**config.mk**
```make
export PLATFORM = sky130hd
export DESIGN_NAME = sub4_serial
export DESIGN_NICKNAME = d
export VERILOG_FILES = /design/src/rtl/sub4_serial.sv
export SDC_FILE = /design/constraint.sdc
export NUM_CORES = 1
export LEC_CHECK = 0
export ABC_AREA = 1
export CORE_MARGIN = 2
export CORE_UTILIZATION = 44
export DETAILED_ROUTE_END_ITERATION = 8
export GPL_TIMING_DRIVEN = 1
export PLACE_DENSITY = 0.73
export REMOVE_ABC_BUFFERS = 1
export SYNTH_ARGS = -nofsm -noshare
export SYNTH_HDL_FRONTEND = slang
export SYNTH_SLANG_ARGS = --single-unit
```
**constraint.sdc**
```tcl
create_clock -name clk -period 1.1 [get_ports clk]
set_input_delay 0.22 -clock clk [delete_from_list [all_inputs] [get_ports clk]]
set_output_delay 0.22 -clock clk [all_outputs]
set_load 0.05 [all_outputs]
```
**src/rtl/sub4_serial.sv**
```systemverilog
// Bit-serial W-bit subtractor d = a - b - bi, LSB first, behind a start/done handshake.
// Optional two's-complement overflow output enabled by SUB4_SERIAL_OVF_EN.
module sub4_serial #(
  parameter int unsigned W = 4
) (
  input  logic         clk,
  input  logic         rst_n,
  input  logic         start,
  input  logic [W-1:0] a,
  input  logic [W-1:0] b,
  input  logic         bi,
  output logic         busy,
  output logic         done,
  output logic [W-1:0] d,
  output logic         bo
`ifdef SUB4_SERIAL_OVF_EN
  ,
  output logic         ovf
`endif
);

  localparam int unsigned CW = (W > 1) ? $clog2(W) : 1;

  typedef enum logic [1:0] {
    IDLE = 2'd0,
    RUN  = 2'd1,
    DONE = 2'd2
  } state_t;

  state_t         state;
  state_t         state_nxt;

  logic [W-1:0]   sa;
  logic [W-1:0]   sb;
  logic [W-2:0]   acc;
  logic           br;
  logic [CW-1:0]  cnt;

  logic           last_bit_c;
  logic           accept_c;
  logic           shift_c;
  logic           diff_c;
  logic           br_nxt_c;
  logic [W-1:0]   res_nxt_c;

`ifdef SUB4_SERIAL_OVF_EN
  logic           a_msb;
  logic           b_msb;
`endif

  // State register
  always_ff @(posedge clk or negedge rst_n) begin
    if (!rst_n) state <= IDLE;
    else        state <= state_nxt;
  end

  assign last_bit_c = (cnt == CW'(W - 1));

  // Next-state logic
  always_comb begin
    state_nxt = state;
    unique case (state)
      IDLE:    if (start) state_nxt = RUN;
      RUN:     if (last_bit_c) state_nxt = DONE;
      DONE:    state_nxt = start ? RUN : IDLE;
      default: state_nxt = IDLE;
    endcase
  end

  // Outputs and datapath strobes decoded from the state register
  always_comb begin
    busy     = 1'b0;
    done     = 1'b0;
    accept_c = 1'b0;
    shift_c  = 1'b0;
    unique case (state)
      IDLE:    accept_c = start;
      RUN: begin
        busy    = 1'b1;
        shift_c = 1'b1;
      end
      DONE: begin
        done     = 1'b1;
        accept_c = start;
      end
      default: ;
    endcase
  end

  // One-bit full subtractor on the operand LSBs
  always_comb begin
    diff_c    = sa[0] ^ sb[0] ^ br;
    br_nxt_c  = (~sa[0] & sb[0]) | (~(sa[0] ^ sb[0]) & br);
    res_nxt_c = {diff_c, acc};
  end

  // Shift registers, bit counter and result registers
  always_ff @(posedge clk or negedge rst_n) begin
    if (!rst_n) begin
      sa  <= '0;
      sb  <= '0;
      acc <= '0;
      br  <= 1'b0;
      cnt <= '0;
      d   <= '0;
      bo  <= 1'b0;
`ifdef SUB4_SERIAL_OVF_EN
      a_msb <= 1'b0;
      b_msb <= 1'b0;
      ovf   <= 1'b0;
`endif
    end else if (accept_c) begin
      sa  <= a;
      sb  <= b;
      br  <= bi;
      acc <= '0;
      cnt <= '0;
`ifdef SUB4_SERIAL_OVF_EN
      a_msb <= a[W-1];
      b_msb <= b[W-1];
`endif
    end else if (shift_c) begin
      sa  <= sa >> 1;
      sb  <= sb >> 1;
      acc <= res_nxt_c[W-1:1];
      br  <= br_nxt_c;
      cnt <= cnt + CW'(1);
      if (last_bit_c) begin
        d  <= res_nxt_c;
        bo <= br_nxt_c;
`ifdef SUB4_SERIAL_OVF_EN
        ovf <= (a_msb != b_msb) && (diff_c != a_msb);
`endif
      end
    end
  end

endmodule

```
Yosys cells after proc, flatten, opt, wreduce, memory -nomap -nowiden:

Index checks and enable logic that the tools add are counted.

* ROM bits: 0
* bits in latches: 0
* memories kept: 0
* bits of input ports: 12
* bits in registers: 21
* memory bits (writable): 0

* equality and inequality tests: 5
* mux-type cells: 17
* magnitude comparators: 0
* divide/modulo/power cells: 0
* bitwise logic cells: 8
* $add $sub $neg: 1
* shift operators: 0
* reduce and logical (&&, ||, !) cells: 5
* multiply operators: 0

Operator list (number)
* 4-bit two-way mux: 4
* 2-bit two-way mux: 4
* 1-bit two-way mux: 6
* 3-bit two-way mux: 2
* 2-bit one-hot mux with 3 select lines: 1
* 2-bit equality test, second input constant: 2
* 2-bit != test, second input constant: 2
* 1-bit inverter: 3
* 3-bit AND reduction: 1
* 2-bit by 1-bit adder with 2-bit output, second input constant: 1
* 1-bit bitwise AND: 2
* 2-bit by 1-bit equality test with 1-bit output, second input constant: 1
* 2-bit logical NOT: 1
* 2-bit AND reduction: 1
* 2-bit nonzero test: 1
* 2-bit OR reduction: 1
* 1-bit bitwise XOR: 2
* 1-bit OR: 1

Depth between registers and ports, before layout:

Gate-level depths: netlist (run 1).

* depth after elaboration: 6
* gate-level depth with buffers: 5
* mapped depth without buffers: 5

Worst setup path before layout (run 1):

OpenSTA, ideal clock, no wires.

* path type: reg2out
* from: register state[1]
* to: output done
* setup slack: -0.228 ns
* path buffers: 0
* arrival: 1.108 ns
* cell stages (with the launch flop): 3
* required time: 0.880 ns
* cell sequence: dfrtp_1 inv_1 nor2_1

* longest elaborated chain between the ends: 2

RTL lines
* from (decl): line 30 `state_t state;`
* from (signal assigned): line 54 `else state <= state_nxt;`
* 2-bit equality test: line 76 `unique case (state)`
* 1-bit two-way mux: line 76
* to (decl): line 13 `output logic done,`

Every way passes these cells.

Final worst setup path (run 1):

* from: register state[0]
* to: output done

Same word-level chain as after synthesis.

==> results of run 1 <==
-- sequential cells by signal, summed over array words and instances, names as in the netlist --
signal and flops:
d 4, bo 1, sa 4, acc 3, sb 4, br 1
state 2, cnt 2
-- cell families after synthesis --
family / after synthesis / synth area share
AOI/OAI and AO/OA: 2 / 0.0106
adders and majority gates: 2 / 0.0345
buffers and inverters: 10 / 0.0598
DFF: 21 / 0.558
and+or+nand+nor: 69 / 0.337
-- per-stage QoR --
step	setup slack [ns]	cell area [um^2]	cells	total power [mW]
2_1_floorplan	-0.250	912	101	2.57
3_3_place_gp	-0.150	1250	152	3.46
3_5_place_dp	-0.160	1250	152	3.52
4_1_cts	-0.214	1320	159	4.03
5_1_grt	-0.254	1350	161	4.35
6_report	-0.196	1350	161	4.06
-- cells in the final DEF, fill, tap and decap left out --
cell type,netlist,final
nand2_1,42,41
nand3_1,21,21
dfrtp_1,21,21
clkdlybuf4s50_1,0,11
buf_12,0,8
buf_4,1,7
nor2_4,2,4
inv_1,6,4
inv_2,1,3
clkbuf_4,0,3
buf_6,2,3
nand2_4,2,2
o21ai_0,2,2
nand2_2,0,1
fa_1,1,1
ha_1,1,1
clkinv_2,0,1
-- routing by layer --
layer  vias to the layer above  global-route usage  share of wire
met3                         2              0.0357          0.033
met5                         -                   0              0
li1                        387                   -              -
met1                       356               0.210           0.46
met2                        14               0.246           0.50
met4                         0              0.0694         0.0067
-- power groups by stage --
| stage | clock network, mW | registers (mW) | logic, mW |
|---|---|---|---|
| final | 0.357 | 1.37 | 2.33 |
| after floorplan | 0 | 1.60 | 0.966 |
| after CTS | 0.374 | 1.37 | 2.28 |
| after global routing | 0.422 | 1.42 | 2.51 |
| after detailed placement | 0 | 1.38 | 2.14 |
| after global placement | 0 | 1.37 | 2.09 |
-- repair_timing --
item                                    in CTS  in global routing
endpoints found under the setup margin       9                 22
gates resized for setup                      6                  4
pin swaps                                    5                  2
cloned                                       0                  1
buffers inserted                             3                  1
-- worst max path at each step --
stage	start	to	slack, ns	cells past startpoint
floorplan	state[0]	d[0]	-0.25	5
global placement	start	sa[0]	-0.15	6
detailed placement	start	sa[0]	-0.16	6
CTS	state[0]	busy	-0.21	3
global route	state[0]	done	-0.25	3
finish	state[0]	done	-0.20	3
-- cell type report --
cell class | count | area share
clock buffers | 3 | 0.0167
clock inverters | 1 | 0.00372
inverters | 7 | 0.0195
multi-input cells | 73 | 0.279
flip-flops and latches | 21 | 0.391
well taps | 27 | 0.0251
repair buffers | 29 | 0.265
==> flow_metrics.env, run 1 <==
export IMPL_status="finished with violations"
export IMPL_violations="setup timing"
export IMPL_port_buffers=18
export IMPL_p_per_area_nw_per_um2=3020
export IMPL_required_ns=0.88
export IMPL_worst_pin_slew_ns=0.194
export IMPL_start_kind="flop"
export IMPL_viasPerCell=4.71
export IMPL_cts_buffer_depth=2
export IMPL_ctsHoldBuffers=0
export IMPL_grt_pass1_wl_um=3000
export IMPL_intPower_mw=2.33
export IMPL_rr_worst_depth=5
export IMPL_grt_pass1_vias=686
export IMPL_power_share_switching=0.427
export IMPL_path_cells="buf_6 -> nor2_4 -> buf_12"
export IMPL_die_x_um=50.3
export IMPL_std_cell_rows=16
export IMPL_max_stage_delay_ns=0.43
export IMPL_finalWirelength_um=1780
export IMPL_worst_hold_slack_ns=0.247
export IMPL_synth_area_um2=942
export IMPL_synth_area_leaders="dfrtp_1, nand2_1, nand3_1"
export IMPL_core_area_um2=1980
export IMPL_die_h_um=50.3
export IMPL_seq_power_share=0.338
export IMPL_seqCellArea_um2=526
export IMPL_period_share=1.18
export IMPL_drv_slew=0
export IMPL_rsz0062_at_grt="true"
export IMPL_setup_viol=20
export IMPL_areaGrowthSynthToFinish_pct=42.8
export IMPL_synth_top_area_frac=0.558
export IMPL_place_hpwl_um=1210
export IMPL_n_fill_cell=142
export IMPL_clk_latency_ns=0.30
export IMPL_path_class="flop to output port"
export IMPL_synth_most_common_cell="nand2_1"
export IMPL_antenna_cells=0
export IMPL_fin_ws_ns=-0.196
export IMPL_min_path_type="primary input to asynchronous set/reset pin"
export IMPL_netlist_instances=104
export IMPL_cts_tree="built"
export IMPL_htreeDepth=1
export IMPL_p_clk_frac=0.088
export IMPL_clk_pin_slew_ns=0.12
export IMPL_die_area_um2=2530
export IMPL_ys_ff_latch=21
export IMPL_drc=0
export IMPL_reg2reg_to="cnt[0]"
export IMPL_peakVddDrop_mv=1.68
export IMPL_drive_gt1_frac=0.239
export IMPL_max_clock_freq_ghz=0.772
export IMPL_final_core_util=0.679
export IMPL_r2r_slack_ns=-0.06
export IMPL_antenna_found_initial=0
export IMPL_syn_avg_cell_area_um2=9.06
export IMPL_final_setup_tns_ns=-0.849
export IMPL_cts_buffers_inserted=3
export IMPL_synth_area_leader_cell="dfrtp_1"
export IMPL_maxSlewHeadroom=0.871
export IMPL_r2r_start="state[0]"
export IMPL_synth_enable_flop_cells=0
export IMPL_period_needed_ns=1.30
export IMPL_grt_start_max_net_pins=22
export IMPL_cp_arrival_ns=1.08
export IMPL_initialDrtViolationCount=5
export IMPL_clock_sinks=21
export IMPL_grt_util_all_layers=0.158
export IMPL_synth_flop_cell="dfrtp_1"
export IMPL_leakage_nw=0.668
export IMPL_async_reset_ff_frac=1.00
export IMPL_p_sw_mw=1.73
export IMPL_synth_seq_area_share=0.558
export IMPL_first_pass_iters=4
export IMPL_pwr_share_comb=0.574
export IMPL_floorplan_initialDensity=0.475
export IMPL_cap_violations=0
export IMPL_yosysWarnings=0
export IMPL_grt_overflow=0
export IMPL_wl_per_cell_um=11.1
export IMPL_crit_slowest_cell="dfrtp_1"
export IMPL_synth_common_cells="nand2_1, dfrtp_1, nand3_1"
export IMPL_crit_family="flip-flops"
export IMPL_place_gp_congestion=0.714
export IMPL_synth_cell_type_count=14
export IMPL_io_pins=19
export IMPL_vias=759
export IMPL_cp_buffers_inverters=2
export IMPL_multi_input_area_um2=375
export IMPL_cts_root_buffer="clkbuf_4"
export IMPL_worstPathMaxFanout=3
export IMPL_hold_viol=0
export IMPL_ant_nets=0
export IMPL_finClkSkew_ns=0.00926
export IMPL_end_kind="output port"
export IMPL_fin_nets=149
No activity file was read; power rests on OpenSTA's default activity.
==> inputs of run 2 (changes only) <==
--- a/config.mk
+++ b/config.mk
@@ -6,8 +6,9 @@
 export NUM_CORES = 1
 export LEC_CHECK = 0
 export ABC_AREA = 1
+export CORE_ASPECT_RATIO = 1.1
 export CORE_MARGIN = 2
-export CORE_UTILIZATION = 44
+export CORE_UTILIZATION = 46
 export DETAILED_ROUTE_END_ITERATION = 8
 export GPL_TIMING_DRIVEN = 1
 export PLACE_DENSITY = 0.73
==> constraint.sdc (replaced) <==
create_clock -name clk -period 1.3 [get_ports clk]
set_input_delay 0.26 -clock clk [delete_from_list [all_inputs] [get_ports clk]]
set_output_delay 0.26 -clock clk [all_outputs]
set_load 0.05 [all_outputs]
==> run 2 against run 1 <==
The run still ends with setup timing left. Via count is 0.26% higher. Power is 17% lower. Sequential power is 14% lower. Critical endpoint unchanged. Highest routed layer unchanged.
==> flow_metrics.env, run 2 (same netlist as run 1, synthesis figures left out) <==
export IMPL_worstPathMaxFanout=4
export IMPL_cp_arrival_ns=1.09
export IMPL_end_kind="output port"
export IMPL_period_share=1.04
export IMPL_r2r_slack_ns=0.04
export IMPL_drc=0
export IMPL_required_ns=1.04
export IMPL_largestRegisters="d x4, sa x4, sb x4"
export IMPL_grt_overflow=0
export IMPL_peakVddDrop_mv=1.36
export IMPL_areaGrowthSynthToFinish_pct=38.2
export IMPL_io_pins=19
export IMPL_worst_pin_slew_ns=0.266
export IMPL_grt_pass1_vias=766
export IMPL_setup_viol=2
export IMPL_maxSlewHeadroom=0.823
export IMPL_path_class="flop to output port"
export IMPL_fin_ws_ns=-0.0540
export IMPL_cap_violations=0
export IMPL_grt_util_all_layers=0.186
export IMPL_place_hpwl_um=1230
export IMPL_status="finished with violations"
export IMPL_hold_viol=0
export IMPL_layout_common_cells="nand2_1, nand3_1, dfrtp_1"
export IMPL_max_clock_freq_ghz=0.739
export IMPL_reg2reg_to="sb[1]"
export IMPL_finClkSkew_ns=0.00618
export IMPL_leakage_nw=0.651
export IMPL_clk_latency_ns=0.30
export IMPL_vias=761
export IMPL_finalWirelength_um=1790
export IMPL_port_buffers=18
export IMPL_die_area_um2=2430
export IMPL_r2r_start="state[0]"
export IMPL_fin_nets=146
export IMPL_ctsHoldBuffers=0
export IMPL_final_setup_tns_ns=-0.103
export IMPL_place_gp_congestion=0.754
export IMPL_violations="setup timing"
export IMPL_total_power_mw=3.39
export IMPL_cts_buffers_inserted=3
export IMPL_drive_gt1_frac=0.229
export IMPL_viasPerCell=4.79
export IMPL_worst_hold_slack_ns=0.295
export IMPL_grt_pass1_wl_um=3150
export IMPL_drv_slew=0
export IMPL_std_cell_rows=17
export IMPL_rsz0062_at_grt="true"
export IMPL_core_area_um2=1980
export IMPL_clk_pin_slew_ns=0.12
export IMPL_min_path_type="primary input to asynchronous set/reset pin"
export IMPL_rr_worst_depth=7
export IMPL_cts_root_buffer="clkbuf_4"
export IMPL_antenna_found_initial=0
export IMPL_cts_buffer_depth=2
export IMPL_die_x_um=47.2
export IMPL_die_h_um=51.5
export IMPL_wl_per_cell_um=11.2
export IMPL_htreeDepth=1
export IMPL_floorplan_initialDensity=0.476
export IMPL_clock_sinks=21
export IMPL_period_needed_ns=1.35
export IMPL_grt_start_max_net_pins=22
export IMPL_ant_nets=0
export IMPL_initialDrtViolationCount=16
export IMPL_p_per_area_nw_per_um2=2600
export IMPL_antenna_cells=0
export IMPL_start_kind="flop"
export IMPL_layout_commonest_cell="nand2_1"
export IMPL_cts_tree="built"
export IMPL_first_pass_iters=4
-- run 2: changes by cell type in the layout (fill, tap and decap cells not counted), sizes merged --
cell	previous run	this run
buf	18	15
-- run 2: critical path, cell delays in order, from the launching register on --
cell     delay [ns]
dfrtp_2        0.48
nor2_2         0.17
buf_12         0.15
-- run 2: stage by stage --
stage,instances,util,setup WS [ns],area [um^2]
2_1_floorplan,101,-,-0.0682,912
3_3_place_gp,151,0.620,0.0159,1230
3_5_place_dp,151,0.620,0.00576,1230
4_1_cts,158,0.649,-0.0715,1280
5_1_grt,159,0.658,-0.104,1300
6_report,159,0.658,-0.0540,1300
-- run 2: where the power goes --
group / total (mW) / internal, mW / leakage [nW] / switching, mW
Combinational: 1.89 / 0.858 / 0.369 / 1.03
Clock: 0.310 / 0.114 / 0.0177 / 0.195
Sequential: 1.18 / 0.950 / 0.264 / 0.234
-- run 2: worst max path at each step --
stage / slack, ns / to / depth (start not counted) / startpoint
floorplan: -0.07 / done / 2 / state[1]
global placement: 0.02 / sb[2] / 6 / start
detailed placement: 0.006 / sb[1] / 6 / start
CTS: -0.07 / busy / 3 / state[0]
global route: -0.10 / busy / 3 / state[0]
finish: -0.05 / done / 2 / state[0]
-- run 2: layout make-up --
cell class              instances  area [um^2]
flip-flops and latches         21          527
repair buffers                 26          314
well taps                      28         35.0
clock buffers                   3         22.5
inverters                       7         28.8
clock inverters                 1         5.00
fillers                       182          676
multi-input cells              73          370
-- run 2: what timing repair did --
action                     4_1_cts  5_1_grt
buffers inserted                 3        1
pin swaps                        1        2
resized for setup                4        3
setup endpoints to repair        2        2
-- run 2: per-layer routing --
layer / vias to the layer above / GRT usage / part of all wire
met5: - / 0 / 0
met4: 0 / 0.0972 / 0.017
met3: 4 / 0.0459 / 0.043
met2: 22 / 0.295 / 0.51
met1: 351 / 0.226 / 0.43
li1: 384 / - / -
==> inputs of run 3 (changes only) <==
--- a/config.mk
+++ b/config.mk
@@ -9,10 +9,12 @@
 export CORE_ASPECT_RATIO = 1.1
 export CORE_MARGIN = 2
 export CORE_UTILIZATION = 46
+export CTS_CLUSTER_SIZE = 28
 export DETAILED_ROUTE_END_ITERATION = 8
 export GPL_TIMING_DRIVEN = 1
 export PLACE_DENSITY = 0.73
 export REMOVE_ABC_BUFFERS = 1
+export SLEW_MARGIN = 20
 export SYNTH_ARGS = -nofsm -noshare
 export SYNTH_HDL_FRONTEND = slang
 export SYNTH_SLANG_ARGS = --single-unit
==> constraint.sdc (replaced) <==
create_clock -name clk -period 1.4 [get_ports clk]
set_input_delay 0.28 -clock clk [delete_from_list [all_inputs] [get_ports clk]]
set_output_delay 0.28 -clock clk [all_outputs]
set_load 0.05 [all_outputs]
==> run 3 against run 2 <==
Critical path type unchanged. Clock skew fell by 0.0035 ns. Critical path depth rose by 1. Register-to-register slack improved by 0.18 ns. Highest routed layer unchanged. Die area did not move. Critical endpoint is now busy. The run now ends clean.
==> flow_metrics.env, run 3 (same netlist as run 1, synthesis figures left out) <==
export IMPL_status="finished, final reports clean"
export IMPL_pre_cts_slack_ns=-0.0419
export IMPL_finClkSkew_ns=0.00269
export IMPL_drv_slew=0
export IMPL_io_pins=19
export IMPL_clock_sinks=21
export IMPL_layout_common_cells="nand2_1, nand3_1, dfrtp_1"
export IMPL_ant_nets=0
export IMPL_fin_ws_ns=0.0225
export IMPL_clk_pin_slew_ns=0.11
export IMPL_place_hpwl_um=1240
export IMPL_hold_viol=0
export IMPL_vias=766
export IMPL_reg2reg_to="d[0]"
export IMPL_crit_slowest_cell="dfrtp_2"
export IMPL_setup_viol=0
export IMPL_grt_start_max_net_pins=22
export IMPL_cap_violations=0
export IMPL_place_gp_congestion=0.694
export IMPL_rsz0062_at_grt="true"
export IMPL_required_ns=1.12
export IMPL_path_class="flop to output port"
export IMPL_power_share_switching=0.435
export IMPL_clk_latency_ns=0.29
export IMPL_period_needed_ns=1.38
export IMPL_grt_pass1_wl_um=2920
export IMPL_worst_pin_slew_ns=0.362
export IMPL_ctsHoldBuffers=0
export IMPL_initialDrtViolationCount=17
export IMPL_cts_tree="built"
export IMPL_leakage_nw=0.627
export IMPL_p_sw_mw=1.33
export IMPL_seq_power_share=0.361
export IMPL_p_clk_frac=0.092
export IMPL_start_kind="flop"
export IMPL_std_cell_rows=17
export IMPL_port_buffers=18
export IMPL_period_share=0.984
export IMPL_cts_buffer_depth=2
export IMPL_grt_pass1_vias=700
export IMPL_max_clock_freq_ghz=0.726
export IMPL_layout_commonest_cell="nand2_1"
export IMPL_rr_worst_depth=6
export IMPL_htreeDepth=1
export IMPL_viasPerCell=4.91
export IMPL_die_h_um=51.5
export IMPL_cts_buffers_inserted=3
export IMPL_min_path_type="primary input to asynchronous set/reset pin"
export IMPL_cts_root_buffer="clkbuf_4"
export IMPL_wl_per_cell_um=11.1
export IMPL_grt_util_all_layers=0.168
export IMPL_r2r_start="state[0]"
export IMPL_antenna_found_initial=0
export IMPL_n_fill_cell=179
export IMPL_pwr_share_comb=0.547
export IMPL_finalWirelength_um=1740
export IMPL_r2r_slack_ns=0.22
export IMPL_total_power_mw=3.06
export IMPL_worstPathMaxFanout=4
export IMPL_intPower_mw=1.73
export IMPL_cp_arrival_ns=1.10
export IMPL_areaGrowthSynthToFinish_pct=35.1
export IMPL_drive_gt1_frac=0.188
export IMPL_multi_input_area_um2=368
export IMPL_core_area_um2=1980
export IMPL_antenna_cells=0
export IMPL_fin_nets=143
export IMPL_max_stage_delay_ns=0.45
export IMPL_end_kind="output port"
export IMPL_floorplan_initialDensity=0.476
export IMPL_drc=0
export IMPL_die_x_um=47.2
export IMPL_die_area_um2=2430
export IMPL_p_per_area_nw_per_um2=2400
export IMPL_grt_overflow=0
export IMPL_path_cells="inv_4 -> nor2_4 -> buf_12"
export IMPL_peakVddDrop_mv=1.29
export IMPL_final_core_util=0.643
export IMPL_largestRegisters="d x4, sa x4, sb x4"
export IMPL_maxSlewHeadroom=0.759
export IMPL_seqCellArea_um2=527
export IMPL_first_pass_iters=4
[run 3: cell type report]
type	instances	area share
Sequential cell	21	0.414
Multi-Input combinational cell	73	0.289
Clock buffer	4	0.0206
Tap cell	28	0.0275
Timing Repair Buffer	23	0.226
Inverter	7	0.0226
[run 3: worst max path at each step]
stage / from / endpoint / slack (ns) / depth (start not counted)
floorplan: state[1] / done / 0.01 / 2
global placement: start / sb[0] / -0.01 / 5
detailed placement: start / sa[2] / -0.04 / 5
CTS: state[0] / busy / -0.02 / 3
global route: state[0] / busy / -0.02 / 3
finish: state[0] / busy / 0.02 / 3
[run 3: critical path, delay by kind of cell, from the launching register on]
family	cells	cell delay [ns]
buffers and inverters	2	0.21
DFF	1	0.45
and+or+nand+nor	1	0.14
[run 3: through the flow]
step	instance area [um^2]	setup TNS [ns]	cells	hold slack, ns
floorplan	912	0	101	-0.0156
global placement	1210	-0.0471	149	0.455
detailed placement	1210	-0.285	149	0.464
CTS	1250	-0.0207	154	0.330
global route	1270	-0.0169	156	0.336
finish	1270	0	156	0.321
[run 3: metal layers]
layer / share of wire / routed length (um) / vias to the layer above / GRT usage
li1: - / - / 376 / -
met1: 0.43 / 749 / 368 / 0.216
met2: 0.52 / 906 / 18 / 0.265
met3: 0.034 / 59 / 4 / 0.0389
met4: 0.013 / 23 / 0 / 0.0694
met5: 0 / 0 / - / 0
[run 3: repair_timing]
item,4_1_cts,5_1_grt
buffers inserted,1,2
endpoints found under the hold margin,0,0
setup endpoints to repair,2,2
pin swaps,1,2
gates resized for setup,3,2
[run 3: power groups by stage]
stage / registers (mW) / logic, mW / clock network (mW)
after global placement: 1.09 / 1.55 / 0
after floorplan: 1.26 / 0.759 / 0
after global routing: 1.14 / 1.84 / 0.315
after detailed placement: 1.11 / 1.59 / 0
final: 1.10 / 1.67 / 0.281
after CTS: 1.11 / 1.63 / 0.290
